`src/rtl/cpu_run_controller.sv`:
```
// Multi-cycle run controller: sequences FETCH/DECODE/EXECUTE, gates datapath
// commit strobes, and adds pause/step/resume, PC breakpoint and busy stall.
module cpu_run_controller #(
  parameter int unsigned PC_W    = 32,
  parameter int unsigned CNT_W   = 32,
  parameter logic [5:0]  HALT_OP = 6'b100100
) (
  input  logic             clk,
  input  logic             reset,
  input  logic             step_req,
  input  logic             resume_req,
  input  logic             bp_en,
  input  logic [PC_W-1:0]  bp_addr,
  input  logic [PC_W-1:0]  pc,
  input  logic [5:0]       opcode,
  input  logic             ex_busy,
  input  logic             updPc_in,
  input  logic             wr_reg_in,
  input  logic             wrMem_in,
  output logic             updPc_g,
  output logic             wr_reg_g,
  output logic             wrMem_g,
  output logic [2:0]       state,
  output logic             paused,
  output logic             halted,
  output logic [CNT_W-1:0] instr_count,
  output logic [CNT_W-1:0] cycle_count
);

  typedef enum logic [2:0] {
    FETCH   = 3'b000,
    DECODE  = 3'b001,
    EXECUTE = 3'b010,
    PAUSE   = 3'b011,
    HALT    = 3'b100
  } state_t;

  state_t st;
  logic   step_pending;
  logic   bp_skip;
  logic   commit;
  logic   bp_hit;
  logic   active;

  assign commit = (st == EXECUTE) && !ex_busy;
  assign bp_hit = bp_en && (pc == bp_addr) && !bp_skip;
  assign active = (st == FETCH) || (st == DECODE) || (st == EXECUTE);

  assign updPc_g  = updPc_in  & commit;
  assign wr_reg_g = wr_reg_in & commit;
  assign wrMem_g  = wrMem_in  & commit;

  assign state  = st;
  assign paused = (st == PAUSE);
  assign halted = (st == HALT);

  always_ff @(posedge clk or posedge reset) begin
    if (reset) begin
      st           <= PAUSE;
      step_pending <= 1'b0;
      bp_skip      <= 1'b0;
      instr_count  <= '0;
      cycle_count  <= '0;
    end else begin
      if (active)
        cycle_count <= cycle_count + CNT_W'(1);

      case (st)
        PAUSE: begin
          if (resume_req) begin
            st           <= FETCH;
            step_pending <= 1'b0;
            bp_skip      <= 1'b1;
          end else if (step_req) begin
            st           <= FETCH;
            step_pending <= 1'b1;
            bp_skip      <= 1'b1;
          end
        end
        FETCH:   st <= bp_hit ? PAUSE : DECODE;
        DECODE:  st <= EXECUTE;
        EXECUTE: begin
          if (!ex_busy) begin
            instr_count <= instr_count + CNT_W'(1);
            bp_skip     <= 1'b0;
            // Halt takes priority over a pending single-step return to PAUSE.
            if (opcode == HALT_OP) begin
              st <= HALT;
            end else if (step_pending) begin
              st           <= PAUSE;
              step_pending <= 1'b0;
            end else begin
              st <= FETCH;
            end
          end
        end
        HALT:    st <= HALT;
        default: st <= PAUSE;
      endcase
    end
  end

endmodule
```
`config.mk`:
```
export PLATFORM = sky130hd
export DESIGN_NAME = cpu_run_controller
export DESIGN_NICKNAME = d
export VERILOG_FILES = /design/src/rtl/cpu_run_controller.sv
export SDC_FILE = /design/constraint.sdc
export NUM_CORES = 1
export LEC_CHECK = 0
export ABC_AREA = 1
export CAP_MARGIN = 20
export CORE_UTILIZATION = 30
export DETAILED_ROUTE_END_ITERATION = 16
export GPL_TIMING_DRIVEN = 0
export PLACE_DENSITY = 0.62
export SYNTH_ARGS = -nofsm -noshare
export SYNTH_HDL_FRONTEND = slang
export SYNTH_SLANG_ARGS = --single-unit
export TNS_END_PERCENT = 100
```
`constraint.sdc`:
```
create_clock -name clk -period 2.6 [get_ports clk]
set_input_delay 0.52 -clock clk [delete_from_list [all_inputs] [get_ports clk]]
set_output_delay 0.52 -clock clk [all_outputs]
set_load 0.01 [all_outputs]
```
After elaboration in Yosys (flattened, before gate mapping)
Index checks and enable logic that the tools add are counted.
{ "totals": {"reg_bits": 69, "input_bits": 79, "out_inout_bits": 72, "elab_cells": 48} }
{ "op_classes": {"addsub": 2, "n_eq_ne": 9, "n_mux": 15, "bitwise_logic": 4, "n_reduce_logical": 13} }
{ "ops": {"columns": ["operator", "count"], "rows": [
  ["32-bit by 1-bit adder with 32-bit output, second input constant", 2],
  ["32-bit == test", 1],
  ["3-bit one-hot mux with 5 select lines", 1],
  ["3-bit two-way mux", 4],
  ["3-bit by 2-bit == test with 1-bit output, second input constant", 2],
  ["6-bit == test, second input constant", 1],
  ["1-bit two-way mux", 6],
  ["2-bit two-way mux", 2],
  ["2-bit != test, second input constant", 2],
  ["1-bit one-hot mux with 2 select lines", 2],
  ["2-bit AND reduction", 2],
  ["4-bit AND reduction", 1],
  ["1-bit bitwise AND", 3],
  ["3-bit by 1-bit == test with 1-bit output, second input constant", 1],
  ["3-bit == test, second input constant", 1],
  ["1-bit logical AND", 3],
  ["3-bit zero test", 1],
  ["3-bit != test, second input constant", 1],
  ["3-bit AND reduction", 1],
  ["1-bit zero test", 2],
  ["1-bit logical OR", 2],
  ["2-bit nonzero test", 1],
  ["1-bit inverter", 1]
]} }

Depth between registers and ports, before layout
{ "logic_depth": {"ltp_word": 5, "ltp_mapped": 10, "ltp_nobuf": 10} }

Worst setup path before layout
OpenSTA, ideal clock, no wires.
{ "synth_timing": {"path_kind": "register to output", "startpoint": "register st[1], in the netlist state[1]", "endpoint": "output updPc_g", "arrival_ns": 1.255, "required_ns": 2.080, "setup_slack_ns": 0.825, "path_stages_with_launch": 6, "n_path_buf": 1, "path_cell_list": "dfstp_2 nand2_4 nor2_8 nand2_8 buf_2 nor2_1"} }
{ "synth_via": {"elab_chain_cells": 3} }
{ "synth_rtl": {"columns": ["item", "line_no", "source"], "rows": [
  ["start, declared", "38", "state_t st;"],
  ["start signal, assigned", "80", "FETCH: st <= bp_hit ? PAUSE : DECODE;"],
  ["3-bit by 2-bit == test with 1-bit output", "45", "assign commit = (st == EXECUTE) && !ex_busy;"],
  ["1-bit logical AND", "45", null],
  ["1-bit bitwise AND", "49", "assign updPc_g = updPc_in & commit;"],
  ["end, declared", "20", "output logic updPc_g,"]
]} }
No other way between the ends.

Final worst setup path
Same ends and word-level chain as after synthesis.

==> out/qor.txt <==
Grt met1 use: 19.4%
Post-synth EDFFs: 0
Top cells by count, synth: nand2_1 (249), nor2_1 (96), inv_1 (87)
Clk Latency, worst-skew pair: 0.33 ns
CTS Sinks: 69
Sw Ratio: 31.6%
LEAKAGE: 3.09 nW
Gpl congestion: 0.822
Wire length per cell: 11.6 microns
Pint: 2.52 mW
Non-filler instance count after layout: 1011
Syn Area/Cell: 6.93 sq um
Clock power frac: 33.5%
Starting Density: 31.1%
Total power draw: 3.68 mW
Synth Flop Type: dfrtp_1
Die ar.: 15800 sq um
# Max-Cap Violations: 0
WL final: 11800 microns
Placed cell count: 997
Width of the chip: 126 microns
Max Fanout on Critical Path: 17
Die height: 126 microns
Final HPWL DP: 9590 microns
Post-CTS Hold Fix Bufs: 0
Core region area: 14800 sq um
Max-slew headroom: 43.8%
PortBufs: 150
Final Setup Violations: 0
Area leader, netlist: dfrtp_1
Synthesized instance count: 663
Slew Viols, Final: 0
Iteration-0 DRC Markers: 152
Worst Path Class, Setup: register to output port
CP peak stage delay: 0.58 ns
CP cell instances: nand2_4 > nor2_8 > nand2_8 > nor2_1 > clkdlybuf4s50_1
Synth area leaders: dfrtp_1 (37%), nand2_1 (20%), nor2_1 (7.8%)
Comb pwr share: 29.2%
Grt met3 use: 3.95%
Post-synth ARST share: 100%
Global-route wire length before repair: 20200 microns
Clk root buf: clkbuf_16
Max IR drop VDD: 383 uV
DRC: 0
Max Root-Sink Buffers: 2
Post-synth top area share: 36.5%
Standard-cell rows: 44
Hold Vio Cnt, Final: 0
Max frequency: 403 MHz
Diodes inserted: 0
Largest net degree at the start of global routing: 70
Fin crit period: 2.48 ns
Area Overhead vs Synth: 44.2%
Power density over the cells: 556 nW/um^2
#FFs+latches synth: 69
Worst Tran Pin Value: 0.842 ns
CTS tree: built
Class of the worst hold path: register to register
Initial antenna violation count: 0
Cell with the most instances after synthesis: nand2_1
Hold Slack: 0.491 ns
Warnings, synthesis: 0
Met2 Use GR: 27.6%
Final net count: 904
Worst EP required: 2.08 ns
Overflow left after global routing: 0
Antenna violation net count after detailed routing: 0
Drt pass-1 iters: 5
Mapped Area: 4590 sq um
Arrival @ worst endpoint: 1.96 ns
IO Pins: 151
Synth cell types: 29
Vias/cell: 4.36
Setup crit end kind: output port
Share of cells above drive strength 1: 7.38%
GRT Util Overall: 16.0%
CP Launch Type: register
Clock Pin Slew Worst Setup and Hold Paths: 0.05 ns
Via count: 4413
Vias in the first global route: 4290
Sw Pwr: 1.16 mW
CTS buffer count: 9
Fillers: 1535
Register area share after synthesis: 37.7%
Reg power frac: 37.3%
Post-Syn Nets: 744
Worst Clk Skew: 0.00594 ns
Most used routing layer: met2
Slowest CP cell: dfstp_2
CTS H-tree lvls: 3
Status: complete, no violations
Final period util: 95.5%
RSZ-0062 raised after global routing: false
[layout by cell type, fill, tap and decap left out, drive strengths merged]
cell	Yosys	routed
nand2	259	259
clkdlybuf4s50	0	150
nor2	118	118
inv	92	92
dfrtp	67	67
nand3	28	28
xor2	26	26
xnor2	22	22
nand3b	19	19
o21ai	15	15
clkbuf	1	12
nand4	6	6
nor3	3	3
ha	2	2
clkinv	0	2
dfstp	2	2
nor4	1	1
o22ai	1	1
clkinvlp	0	1
bufinv	0	1
[critical path, delay by kind of cell (launching register included)]
family / cells / cell delay (ns)
buf+inv: 1 / 0.54
flops: 1 / 0.58
simple gates: 4 / 0.50
[flip-flops by register name, indices dropped and copies added (netlist names)]
| register | cells |
|---|---|
| state | 3 |
| instr_count | 32 |
| bp_skip | 1 |
| step_pending | 1 |
| cycle_count | 32 |
[per-layer routing]
layer	vias up	wire [microns]
li1	2329	-
met4	0	234
met2	98	5770
met5	-	0
met1	1966	5250
met3	20	525
[stage by stage]
| step | cell area [sq um] | util [%] | TNS, ns | setup WS [ns] |
|---|---|---|---|---|
| after floorplan | 4590 | - | 0 | 0.343 |
| after global placement | 6320 | 42.9 | -61.76 | -0.917 |
| after detailed placement | 6330 | 42.9 | -0.260 | -0.0921 |
| after CTS | 6620 | 44.9 | 0 | 0.0789 |
| after global routing | 6620 | 44.9 | 0 | 0.00819 |
| final | 6620 | 44.9 | 0 | 0.117 |
[power by group through the flow]
stage	combinational [mW]	sequential, mW	clock (mW)
final	1.08	1.37	1.23
after global routing	1.21	1.40	1.32
after CTS	1.09	1.38	1.27
after detailed placement	1.09	1.39	0
after global placement	1.08	1.39	0
after floorplan	0.554	1.41	0
[worst paths after layout]
| kind | endpoint | slack, ns | cells after the start | start |
|---|---|---|---|---|
| worst max register to register | instr_count[20] | 0.99 | 9 | instr_count[0] |
| worst max-delay path | updPc_g | 0.12 | 5 | state[1] |
| worst min register to register | step_pending | 0.49 | 2 | step_pending |
| max in group asynchronous | instr_count[27] | 1.34 | 2 | reset |
| worst min-delay path | step_pending | 0.49 | 2 | step_pending |
| min in group asynchronous | cycle_count[10] | 0.73 | 2 | reset |
[kinds of logic (layout without fill, tap and decap cells)]
group | Yosys count | count (layout) | share of synthesized area, %
and+or+nand+nor | 434 | 434 | 42.9
buffers and inverters | 94 | 258 | 7.71
DFF | 69 | 69 | 37.7
xor gates and xnor gates | 48 | 48 | 9.32
AOI/OAI and AO/OA | 16 | 16 | 1.85
adders and majority gates | 2 | 2 | 0.545
[what timing repair did]
item	CTS	global route
buffers inserted	0	0
resized for setup	1	0
setup endpoints to repair	3	0
[final cells by class]
| cell class | count | area (sq um) | area share [%] |
|---|---|---|---|
| tap | 184 | 230 | 3.48 |
| clock inverter | 4 | 47.5 | 0.718 |
| buffer | 1 | 3.75 | 0.0567 |
| clock buffer | 11 | 253 | 3.82 |
| sequential | 69 | 1730 | 26.1 |
| inverter | 92 | 348 | 5.25 |
| multi-input combinational | 500 | 2510 | 37.9 |
| timing repair buffer | 150 | 1500 | 22.7 |
Power figures use the tool's default switching activity.
